File: src/rtl/mem_arb_pkg.sv
// Shared types and constants for the I/D cache memory arbiter.
package mem_arb_pkg;

    localparam int unsigned BLOCK_WORDS = 8;
    localparam int unsigned MEM_LAT     = 4;

    localparam logic FILL_DST_I = 1'b0;
    localparam logic FILL_DST_D = 1'b1;

    typedef enum logic [1:0] {
        StIdle,
        StWrite,
        StFillI,
        StFillD
    } arb_state_e;

endpackage

File: src/rtl/blk_word_ctr.sv
// Saturating 3-bit word-within-block counter with synchronous clear.
module blk_word_ctr (
    input  logic       clk,
    input  logic       rst_n,
    input  logic       clr_i,
    input  logic       inc_i,
    output logic [2:0] count_o,
    output logic       tc_o
);

    logic [2:0] count_q, count_d;

    assign tc_o    = (count_q == 3'd7);
    assign count_o = count_q;

    // Holds at 7 so a stray increment cannot wrap back to word 0.
    always_comb begin
        count_d = count_q;
        if (clr_i) begin
            count_d = 3'd0;
        end else if (inc_i && !tc_o) begin
            count_d = count_q + 3'd1;
        end
    end

    always_ff @(posedge clk or negedge rst_n) begin
        if (!rst_n) begin
            count_q <= 3'd0;
        end else begin
            count_q <= count_d;
        end
    end

endmodule

File: src/rtl/mem_arbiter.sv
// Fixed-priority (D over I) arbiter between two cache controllers and a
// single pipelined memory port: single-word D writes and 8-word block fills.
module mem_arbiter #(
    parameter int unsigned ADDR_WIDTH  = 16,
    parameter int unsigned BLOCK_WORDS = mem_arb_pkg::BLOCK_WORDS,
    parameter int unsigned MEM_LAT     = mem_arb_pkg::MEM_LAT
) (
    input  logic                  clk,
    input  logic                  rst_n,
    input  logic                  i_req,
    input  logic [ADDR_WIDTH-1:0] i_addr,
    input  logic                  d_req,
    input  logic                  d_wr,
    input  logic [ADDR_WIDTH-1:0] d_addr,
    input  logic [15:0]           d_wdata,
    output logic                  fill_valid,
    output logic                  fill_dst,
    output logic [2:0]            fill_word,
    output logic [15:0]           fill_data,
    output logic                  i_done,
    output logic                  d_done,
    output logic                  busy,
    output logic                  mem_enable,
    output logic                  mem_wr,
    output logic [ADDR_WIDTH-1:0] mem_addr,
    output logic [15:0]           mem_data_in,
    input  logic [15:0]           mem_data_out,
    input  logic                  mem_data_valid
);

    import mem_arb_pkg::*;

    if (BLOCK_WORDS != 8 || MEM_LAT == 0 || ADDR_WIDTH < 5) begin : g_param_check
        $error("mem_arbiter: unsupported parameter combination");
    end

    arb_state_e            state_q, state_d;
    logic [ADDR_WIDTH-1:0] addr_q, addr_d;
    logic                  issued_all_q, issued_all_d;

    logic       in_fill;
    logic       ctr_clr;
    logic       issue_en;
    logic       rx_en;
    logic [2:0] issue_cnt;
    logic       issue_tc;
    logic [2:0] rx_cnt;
    logic       rx_tc;

    assign in_fill  = (state_q == StFillI) || (state_q == StFillD);
    assign ctr_clr  = !in_fill;
    assign issue_en = in_fill && !issued_all_q;
    assign rx_en    = in_fill && mem_data_valid;

    blk_word_ctr u_issue_ctr (
        .clk     (clk),
        .rst_n   (rst_n),
        .clr_i   (ctr_clr),
        .inc_i   (issue_en),
        .count_o (issue_cnt),
        .tc_o    (issue_tc)
    );

    blk_word_ctr u_rx_ctr (
        .clk     (clk),
        .rst_n   (rst_n),
        .clr_i   (ctr_clr),
        .inc_i   (rx_en),
        .count_o (rx_cnt),
        .tc_o    (rx_tc)
    );

    always_comb begin
        state_d      = state_q;
        addr_d       = addr_q;
        issued_all_d = issued_all_q;
        fill_valid   = 1'b0;
        fill_dst     = FILL_DST_I;
        fill_word    = 3'd0;
        fill_data    = 16'd0;
        i_done       = 1'b0;
        d_done       = 1'b0;
        mem_enable   = 1'b0;
        mem_wr       = 1'b0;
        mem_addr     = '0;
        mem_data_in  = 16'd0;

        unique case (state_q)
            StIdle: begin
                issued_all_d = 1'b0;
                if (d_req) begin
                    state_d = d_wr ? StWrite : StFillD;
                    addr_d  = d_addr;
                end else if (i_req) begin
                    state_d = StFillI;
                    addr_d  = i_addr;
                end
            end
            StWrite: begin
                mem_enable  = 1'b1;
                mem_wr      = 1'b1;
                mem_addr    = {addr_q[ADDR_WIDTH-1:1], 1'b0};
                mem_data_in = d_wdata;
                d_done      = 1'b1;
                state_d     = StIdle;
            end
            StFillI, StFillD: begin
                fill_dst = (state_q == StFillD) ? FILL_DST_D : FILL_DST_I;
                if (issue_en) begin
                    mem_enable = 1'b1;
                    mem_addr   = {addr_q[ADDR_WIDTH-1:4], issue_cnt, 1'b0};
                    if (issue_tc) begin
                        issued_all_d = 1'b1;
                    end
                end
                if (mem_data_valid) begin
                    fill_valid = 1'b1;
                    fill_word  = rx_cnt;
                    fill_data  = mem_data_out;
                    // Word 7 arriving closes the fill in the same cycle.
                    if (rx_tc) begin
                        i_done  = (state_q == StFillI);
                        d_done  = (state_q == StFillD);
                        state_d = StIdle;
                    end
                end
            end
            default: begin
                state_d = StIdle;
            end
        endcase
    end

    assign busy = (state_q != StIdle);

    always_ff @(posedge clk or negedge rst_n) begin
        if (!rst_n) begin
            state_q      <= StIdle;
            addr_q       <= '0;
            issued_all_q <= 1'b0;
        end else begin
            state_q      <= state_d;
            addr_q       <= addr_d;
            issued_all_q <= issued_all_d;
        end
    end

endmodule

File: config.mk
export PLATFORM = sky130hd
export DESIGN_NAME = mem_arbiter
export DESIGN_NICKNAME = d
export VERILOG_FILES = /design/src/rtl/mem_arb_pkg.sv /design/src/rtl/blk_word_ctr.sv /design/src/rtl/mem_arbiter.sv
export SDC_FILE = /design/constraint.sdc
export NUM_CORES = 1
export LEC_CHECK = 0
export BUFFER_PORTS_ARGS = -buffer_cell sky130_fd_sc_hd__buf_2
export CORE_ASPECT_RATIO = 0.5
export CORE_MARGIN = 4
export CORE_UTILIZATION = 40
export CTS_CLUSTER_DIAMETER = 150
export CTS_CLUSTER_SIZE = 12
export DETAILED_ROUTE_END_ITERATION = 16
export PLACE_DENSITY = 0.81
export SYNTH_ARGS = -nofsm -noshare
export SYNTH_HDL_FRONTEND = slang
export SYNTH_SLANG_ARGS = --single-unit
File: constraint.sdc
create_clock -name clk -period 2.1 [get_ports clk]
set_clock_uncertainty 0.1 [all_clocks]
set_input_delay 0.42 -clock clk [delete_from_list [all_inputs] [get_ports clk]]
set_output_delay 0.42 -clock clk [all_outputs]
set_load 0.1 [all_outputs]
-- After elaboration in Yosys (flattened, before gate mapping)
Index checks and enable logic that the tools add are counted.
- output and inout bits: 58
- word-level logic and storage cells: 70
- register bits after elaboration: 25
- reductions and logical operators: 16
- add/sub/neg operators: 2
- equality and inequality tests: 12
- mux-type cells: 35
- operators by type and width (kind ; count):
    2-to-1 mux 16 bit ; 6
    one-hot mux 16 bit (2 select lines) ; 1
    2-to-1 mux 3 bit ; 6
    2-to-1 mux 1 bit ; 13
    2-to-1 mux 2 bit ; 5
    inequality test 2 x 1 -> 1 bit, second input constant ; 5
    adder 3 x 1 -> 3 bit, second input constant ; 2
    equality test 3 bit, second input constant ; 2
    one-hot mux 1 bit (2 select lines) ; 3
    one-hot mux 2 bit (3 select lines) ; 1
    AND reduction 3 bit ; 2
    nonzero test 2 bit ; 3
    equality test 2 bit, second input constant ; 2
    logical AND 1 bit ; 4
    logical NOT 1 bit ; 3
    inequality test 3 bit, second input constant ; 1
    equality test 2 x 1 -> 1 bit, second input constant ; 1
    logical NOT 2 bit ; 1
    inequality test 2 bit, second input constant ; 1
    AND reduction 2 bit ; 1
    OR reduction 2 bit ; 1
    logical OR 1 bit ; 1

-- Depth between registers and ports, before layout
Gate-level depths: netlist of the first run.
- depth after elaboration: 6
- mapped depth: 5
- mapped depth without buffers: 5

-- Hierarchy
From an unflattened synthesis of the first run, not the netlist that was laid out.
- cells, all modules: 160
- area total of the unflattened synthesis: 1719.1 um^2
- by module, submodules not included (module ; times used ; sequential area each (um^2) ; cells each ; area an instance (um^2)):
    mem_arbiter ; 1 ; 450.4 ; 130 ; 1351.3
    blk_word_ctr ; 2 ; 75.1 ; 15 ; 183.9

-- Worst setup path after synthesis of the first run
OpenSTA, ideal clock, no wires.
- kind: register -> output
- start: reg u_rx_ctr.count_q[0] (netlist: u_rx_ctr.count_o[0])
- end: out d_done
- data required time: 1.580 ns
- setup slack: -1.366 ns
- arrival: 2.946 ns
- cell stages (with the launch flop): 5
- cells stage by stage: dfrtp_1 -> ha_1 -> ha_1 -> nand2_1 -> a21boi_0
- cells in the longest elaborated chain, start to end: 4
- RTL lines (element ; RTL line ; RTL):
    start: declaration ; blk_word_ctr.sv:11 ; logic [2:0] count_q, count_d;
    start signal: assignment ; blk_word_ctr.sv:30 ; count_q <= count_d;
    equality test 3 bit ; blk_word_ctr.sv:13 ; assign tc_o = (count_q == 3'd7);
    2-to-1 mux 1 bit ; mem_arbiter.sv:121 ; if (rx_tc) begin
    2-to-1 mux 1 bit ; mem_arbiter.sv:116 ; if (mem_data_valid) begin
    one-hot mux 1 bit (2 select lines) ; mem_arbiter.sv:88 ; unique case (state_q)
    end: declaration ; mem_arbiter.sv:21 ; output logic d_done,
Every way passes these cells.

-- Worst setup path in the final report of the first run
- start: reg state_q[1]
- end: out mem_addr[3]
- cells in the longest elaborated chain, start to end: 5
- RTL lines (element ; RTL line ; RTL):
    start: declaration ; mem_arbiter.sv:37 ; arb_state_e state_q, state_d;
    start signal: assignment ; mem_arbiter.sv:138 ; state_q <= StIdle;
    start signal: assignment ; mem_arbiter.sv:142 ; state_q <= state_d;
    equality test 2 bit ; mem_arbiter.sv:50, mem_arbiter.sv:88 ;
    logical OR 1 bit ; mem_arbiter.sv:50 ; assign in_fill = (state_q == StFillI) || (state_q == StFillD);
    logical AND 1 bit ; mem_arbiter.sv:52 ; assign issue_en = in_fill && !issued_all_q;
    2-to-1 mux 16 bit ; mem_arbiter.sv:109 ; if (issue_en) begin
    one-hot mux 16 bit (2 select lines) * ; mem_arbiter.sv:88 ;
    end: declaration ; mem_arbiter.sv:25 ; output logic [ADDR_WIDTH-1:0] mem_addr,
Every way passes the cells marked *; elsewhere a longest branch is shown, timed or not.

==> results.tsv, run 1 <==
stage	metric	value	unit
route	drcViolationCount	0	
grt	grt_first_pass_wirelength	8.40	mm
clock_network	numCtsBuffers	3	
worst_setup_path	critPathRequiredTime	1580	ps
synth	synth-edff-count	0	
synth	yosys_warnings	0	
clock_network	clkTransAtPathRegs	80	ps
synth	synth.area.top_cells	dfrtp_1 37%, and2_1 12%, mux2_2 8.9%	
sta	setup_violations	0	
synth	ys_ff_latch	24	
synth	syn_inst	154	
sta	hold-worst-slack	22.2	ps
grt	grt_pass1_vias	1660	
sta	rsz0062_at_grt	yes	
sta	setup_slack	6.40	ps
route	vias_per_cell	4.86	
status	status	completed	
sta	drv_slew	0	
final_layout	nFillCells	167	
route	vias	1608	
worst_setup_path	path_max_fanout	20	
synth	yosysTopAreaCellShare	36.7	%
grt	antenna_found_initial	0	
clock_network	cts-root-buf	clkbuf_8	
grt	grt_remaining_overflow	0	
final_layout	multiInputGateArea	1010	um2
run	maxCapViolCount	0	
worst_setup_path	cp.arrival	1570	ps
sta	relSlewSlack	63.9	%
synth	synth_nets	228	
final_layout	area_delta_synth_final	101	%
worst_setup_path	path_delay_family	flip-flops	
synth	syn_avg_cell_area	10.6	um2
clock_network	numClockSinks	24	
sta	tns	0	ps
hold_path	hold_class	primary input to async pin	
worst_setup_path	reg2reg_slack	430	ps
final_layout	fin_area	3290	um2
placed_design	placed_area	3180	um2
grt	grt_use_total	20.3	%
sta	min_period_over_period	99.7	%
clock_network	insertion_delay	270	ps
placed_design	place_congestion	0.753	
grt	grt_max_degree	27	
synth	synth_area_leader_cell	dfrtp_1	
final_layout	drive_gt1_share	74.0	%
worst_setup_path	worstSetupPathType	register to output pin	
route	wl_per_cell	17.5	um
final_layout	regArea	604	um2
worst_setup_path	end_kind	output pin	
floorplan	num_rows	16	
sta	min_period	2090	ps
final_layout	antenna_cells	0	
worst_setup_path	critPathSlowestCell	dfrtp_2	
route	dr.pass1.iters	4	
route	drt-initial-drc-count	93	
clock_network	htreeDepth	1	
floorplan	core	3920	um2
route	final_antenna_net_count	0	
worst_setup_path	path_buf_inv	2	
synth	synth_cell_types	27	
floorplan	boundaryPins	128	
final_layout	nets	352	
clock_network	clockBufferDepth	2	
floorplan	start_util	41.7	%
worst_setup_path	cp_cell_sequence	and2b_1, buf_6, a22o_2, buf_12	
synth	synth_ff_type	dfrtp_1	
floorplan	die_y	53.2	um
sta	hold_violations	0	
clock_network	tritoncts	built	
synth	ys_seq_area_share	36.7	%
clock_network	postCtsHoldBufs	0	
sta	worst_pin_slew	541	ps
placed_design	dp_hpwl	4.45	mm
placed_design	post-place-ws	247	ps
floorplan	chipWidth	98.5	um
route	totalWireLength	5.78	mm
worst_setup_path	cp-start-kind	register	
floorplan	die_area	5240	um2
synth	netlist_area	1640	um2
synth	async_flop_share	100	%
worst_setup_path	cpPeakStageDelay	450	ps
placed_design	portBuffers	124	
sta	fmax	478	MHz
## registers in the layout, summed over array words and instances (netlist names)
| name | cells |
|---|---|
| addr_q | 15 |
| u_issue_ctr.count_o | 3 |
| u_rx_ctr.count_o | 3 |
| state_q | 2 |
| issued_all_q | 1 |
## timing repair
item | 4_1_cts | 5_1_grt
pin swaps | 0 | 2
setup endpoints to repair | 21 | 31
gates resized for setup | 2 | 6
setup buffers | 1 | 3
## stage by stage
step,utilization (%),instances
6_report,83.7,331
5_1_grt,83.7,331
4_1_cts,82.7,328
3_5_place_dp,81.0,323
3_3_place_gp,81.0,323
2_1_floorplan,-,154
## metal layers
layer	vias to the layer above	part of all wire, %	GRT usage, %
li1	771	-	-
met1	785	37	23.2
met2	46	57	40.0
met3	6	4.7	4.08
met4	0	0.92	4.08
met5	-	0	0
## cells by family (layout without fill, tap and decap cells)
logic type / Yosys count / after routing / synth area share, %
AO/OA/AOI/OAI: 13 / 13 / 5.73
XOR/XNOR: 2 / 2 / 1.07
adder cells (fa/ha/maj): 4 / 4 / 3.06
buffers and inverters: 14 / 137 / 5.50
flip-flops: 24 / 24 / 36.7
multiplexers: 32 / 32 / 23.9
other: 1 / 1 / 0.229
AND/OR/NAND/NOR: 64 / 64 / 23.8
## area by class of cell
type / count / share of cell area (%)
clock buffer: 4 / 1.68
timing repair buffer: 132 / 47.0
sequential: 24 / 18.4
inverter: 1 / 0.114
tap: 54 / 2.06
multi-input combinational: 116 / 30.8
## cells in the mapped netlist (2+ instances only)
cell type and number:
and2_1 32, dfrtp_1 24, and3_1 19, mux2_2 13, mux2_4 9, mux2_1 8, clkbuf_1 7, a22o_1 5
ha_1 4, nand2_1 4, nor2b_1 4, a21boi_0 3, a21oi_1 2, buf_2 2, buf_6 2, mux2i_1 2
nor2_1 2, o21ai_0 2, xor2_1 2
## final timing paths
kind,endpoint,start,cells past startpoint
max,mem_addr[3],state_q[1]$_DFFE_PN0P_,4
min,addr_q[10]$_DFFE_PN0P_,rst_n,1
max reg2reg,u_issue_ctr.count_o[1]$_DFFE_PN0P_,u_issue_ctr.count_o[0]$_DFFE_PN0P_,5
min reg2reg,addr_q[13]$_DFFE_PN0P_,addr_q[13]$_DFFE_PN0P_,1
max in group asynchronous,issued_all_q$_DFFE_PN0P_,rst_n,1
min in group clk,state_q[1]$_DFFE_PN0P_,d_wr,3
## placed cells by master, fill, tap and decap left out
cell type	synthesis	routed
and3_2	0	10
inv_1	1	1
ha_2	0	1
conb_1	1	1
xor2_1	2	2
a22o_2	0	3
nand2_1	4	3
ha_1	4	3
and2_2	0	25
buf_4	1	6
and3b_2	0	1
nand2_2	0	1
and3_1	19	9
mux2_4	9	9
mux2_2	13	13
dfrtp_2	0	3
dfrtp_1	24	21
and2_1	32	6
a22o_1	5	2
buf_6	2	2
clkbuf_8	0	4
buf_2	2	67
nor2b_1	4	4
nor2_4	0	1
and2_4	0	1
o21a_1	1	1
nor2_1	2	2
a21boi_2	0	1
a21boi_0	3	2
a21oi_1	2	2
mux2i_1	2	2
and2b_1	1	1
o21ai_0	2	2
buf_12	1	57
mux2_1	8	8
Power of run 1 is not shown: default switching activity piles up to over one toggle a cycle in this logic, so the estimate is an artifact.
==> run 2, diff against run 1 <==
CORE_UTILIZATION = 43   (was 40)
PLACE_DENSITY = 0.86   (was 0.81)
clock period = 2.71 ns   (was 2.1 ns; I/O delays follow)
==> run 2 against run 1 <==
Effect of this change: flip-flop and latch count stayed put; global-route usage is 2.5 points lower; critical endpoint is now mem_data_in[0]; via count is 5.2% lower; wire length is 19% lower; non-clock buffer count is 6 lower; worst hold slack better by 130 ps; final cell count is 2.7% lower; register-to-register slack better by 520 ps; first-iteration DRC count is 16% lower; sequential share of layout area is 4.9 points higher; utilization is 11 points lower.
==> results.tsv, run 2 (synthesis gave the netlist of run 1 again) <==
stage	metric	value	unit	change
status	status	completed		
hold_path	hold_class	primary input to async pin		
sta	rsz0062_at_grt	no		
grt	grt_use_total	17.8	%	-2.5 points
clock_network	numClockSinks	24		unchanged
placed_design	dp_hpwl	3.83	mm	-14%
sta	relSlewSlack	63.9	%	about the same
route	vias_per_cell	4.74		-2.5%
grt	grt_first_pass_wirelength	6.78	mm	-19%
floorplan	boundaryPins	128		unchanged
worst_setup_path	cp_cell_sequence	and2b_1, and2_1, buf_2		
floorplan	core	3550	um2	-9.6%
clock_network	numCtsBuffers	3		unchanged
grt	grt_remaining_overflow	0		unchanged
floorplan	chipWidth	95.2	um	-3.3%
route	totalWireLength	4.70	mm	-19%
final_layout	regMostFlops	addr_q		
sta	setup_violations	0		unchanged
worst_setup_path	r2r_end	addr_q[6]$_DFFE_PN0P_		
worst_setup_path	end_kind	output pin		
clock_network	htreeDepth	1		unchanged
worst_setup_path	critical_path.startpoint	state_q[1]$_DFFE_PN0P_		
route	final_antenna_net_count	0		unchanged
worst_setup_path	rr_startpoint	state_q[1]$_DFFE_PN0P_		
final_layout	fin_area	2580	um2	-21%
sta	drv_slew	0		unchanged
placed_design	place_congestion	0.673		-11%
final_layout	final_cell_mix	106 x buf_2, 32 x and2_1, 24 x dfrtp_1, 19 x and3_1, 18 x buf_12		
floorplan	die_area	4920	um2	-6.2%
worst_setup_path	critPathRequiredTime	2070	ps	+490 ps
route	wl_per_cell	14.6	um	-16%
worst_setup_path	worstSetupPathType	register to output pin		
worst_setup_path	reg2reg_slack	950	ps	+520 ps
clock_network	cts-root-buf	clkbuf_8		
worst_setup_path	critPathSlowestCell	and2b_1		
floorplan	num_rows	15		-1
final_layout	layout_commonest_cell	buf_2		
sta	hold_violations	0		unchanged
worst_setup_path	path_max_fanout	20		unchanged
grt	grt_pass1_vias	1485		-11%
sta	fmax	394	MHz	
sta	hold-worst-slack	150	ps	+128 ps
clock_network	tritoncts	built		
route	vias	1525		-5.2%
sta	min_period_over_period	93.7	%	
route	dr.pass1.iters	4		unchanged
worst_setup_path	critPathCapture	mem_data_in[0]		
run	maxCapViolCount	0		unchanged
route	drt-initial-drc-count	78		-16%
final_layout	antenna_cells	0		unchanged
final_layout	drive_gt1_share	57.2	%	-17 points
final_layout	area_delta_synth_final	57.6	%	
sta	min_period	2540	ps	
grt	antenna_found_initial	0		unchanged
clock_network	postCtsHoldBufs	0		unchanged
final_layout	final_core_util	72.7	%	-11 points
placed_design	portBuffers	124		unchanged
worst_setup_path	cp-start-kind	register		
sta	worst_pin_slew	541	ps	-0.0106 ps
clock_network	insertion_delay	270	ps	about the same
route	drcViolationCount	0		unchanged
clock_network	clockBufferDepth	2		unchanged
worst_setup_path	cpPeakStageDelay	520	ps	+70 ps
worst_setup_path	reg2reg_depth	4		-1
floorplan	die_y	51.6	um	-3.0%
grt	grt_max_degree	27		unchanged
worst_setup_path	cp.arrival	1900	ps	+330 ps
placed_design	placed_area	2520	um2	-21%
final_layout	largest_reg_flops	15		unchanged
floorplan	start_util	46.1	%	+4.4 points
final_layout	nets	346		-1.7%
clock_network	clkTransAtPathRegs	80	ps	about the same
==> run 2: cell count changes in the layout (fill, tap and decap cells not counted), moves of 4 or more <==
cell and change:
buf_12 -39, buf_2 +39, and2_1 +26, and2_2 -25, and3_1 +10, and3_2 -10, buf_4 -4
==> run 2: worst max-delay path: cells and delay by family, from the launching register on <==
family	cells	cell delay, ps
flip-flops	1	480
buffers and inverters	1	430
AND/OR/NAND/NOR	2	720
==> run 2: metal layers <==
metal  share of wire (%)  wire length (um)  GRT usage [%]
met2                  58              2710           36.3
met5                   0                 0              0
met4                 1.6                75           5.98
met1                  35              1640           18.0
met3                 5.7               269           3.76
==> run 2: timing repair <==
item / CTS / global route
gates resized for setup: 0 / 1
setup buffers: 0 / 0
endpoints found under the setup margin: 0 / 12
==> run 2: how the worst min path moves through the flow <==
stage,start,to,cells past startpoint
2_1_floorplan,rst_n,addr_q[10]$_DFFE_PN0P_,0
3_3_place_gp,addr_q[8]$_DFFE_PN0P_,addr_q[8]$_DFFE_PN0P_,1
3_5_place_dp,addr_q[12]$_DFFE_PN0P_,addr_q[12]$_DFFE_PN0P_,1
4_1_cts,rst_n,addr_q[8]$_DFFE_PN0P_,1
5_1_grt,rst_n,addr_q[10]$_DFFE_PN0P_,1
6_report,rst_n,addr_q[5]$_DFFE_PN0P_,1
==> run 2: cell type report <==
type	instances	area, um2
Fill cell	249	967
Multi-Input combinational cell	116	951
Timing Repair Buffer	126	906
Clock buffer	4	55.1
Inverter	1	3.75
Sequential cell	24	601
Tap cell	51	63.8
==> run 2: metrics by stage <==
stage | TNS, ps | cells | worst slack [ps]
2_1_floorplan | -232 | 154 | -232
3_3_place_gp | 0 | 318 | 385
3_5_place_dp | 0 | 318 | 309
4_1_cts | 0 | 322 | 17.5
5_1_grt | 0 | 322 | 47.9
6_report | 0 | 322 | 172
Power of run 2 is left out for the same reason.
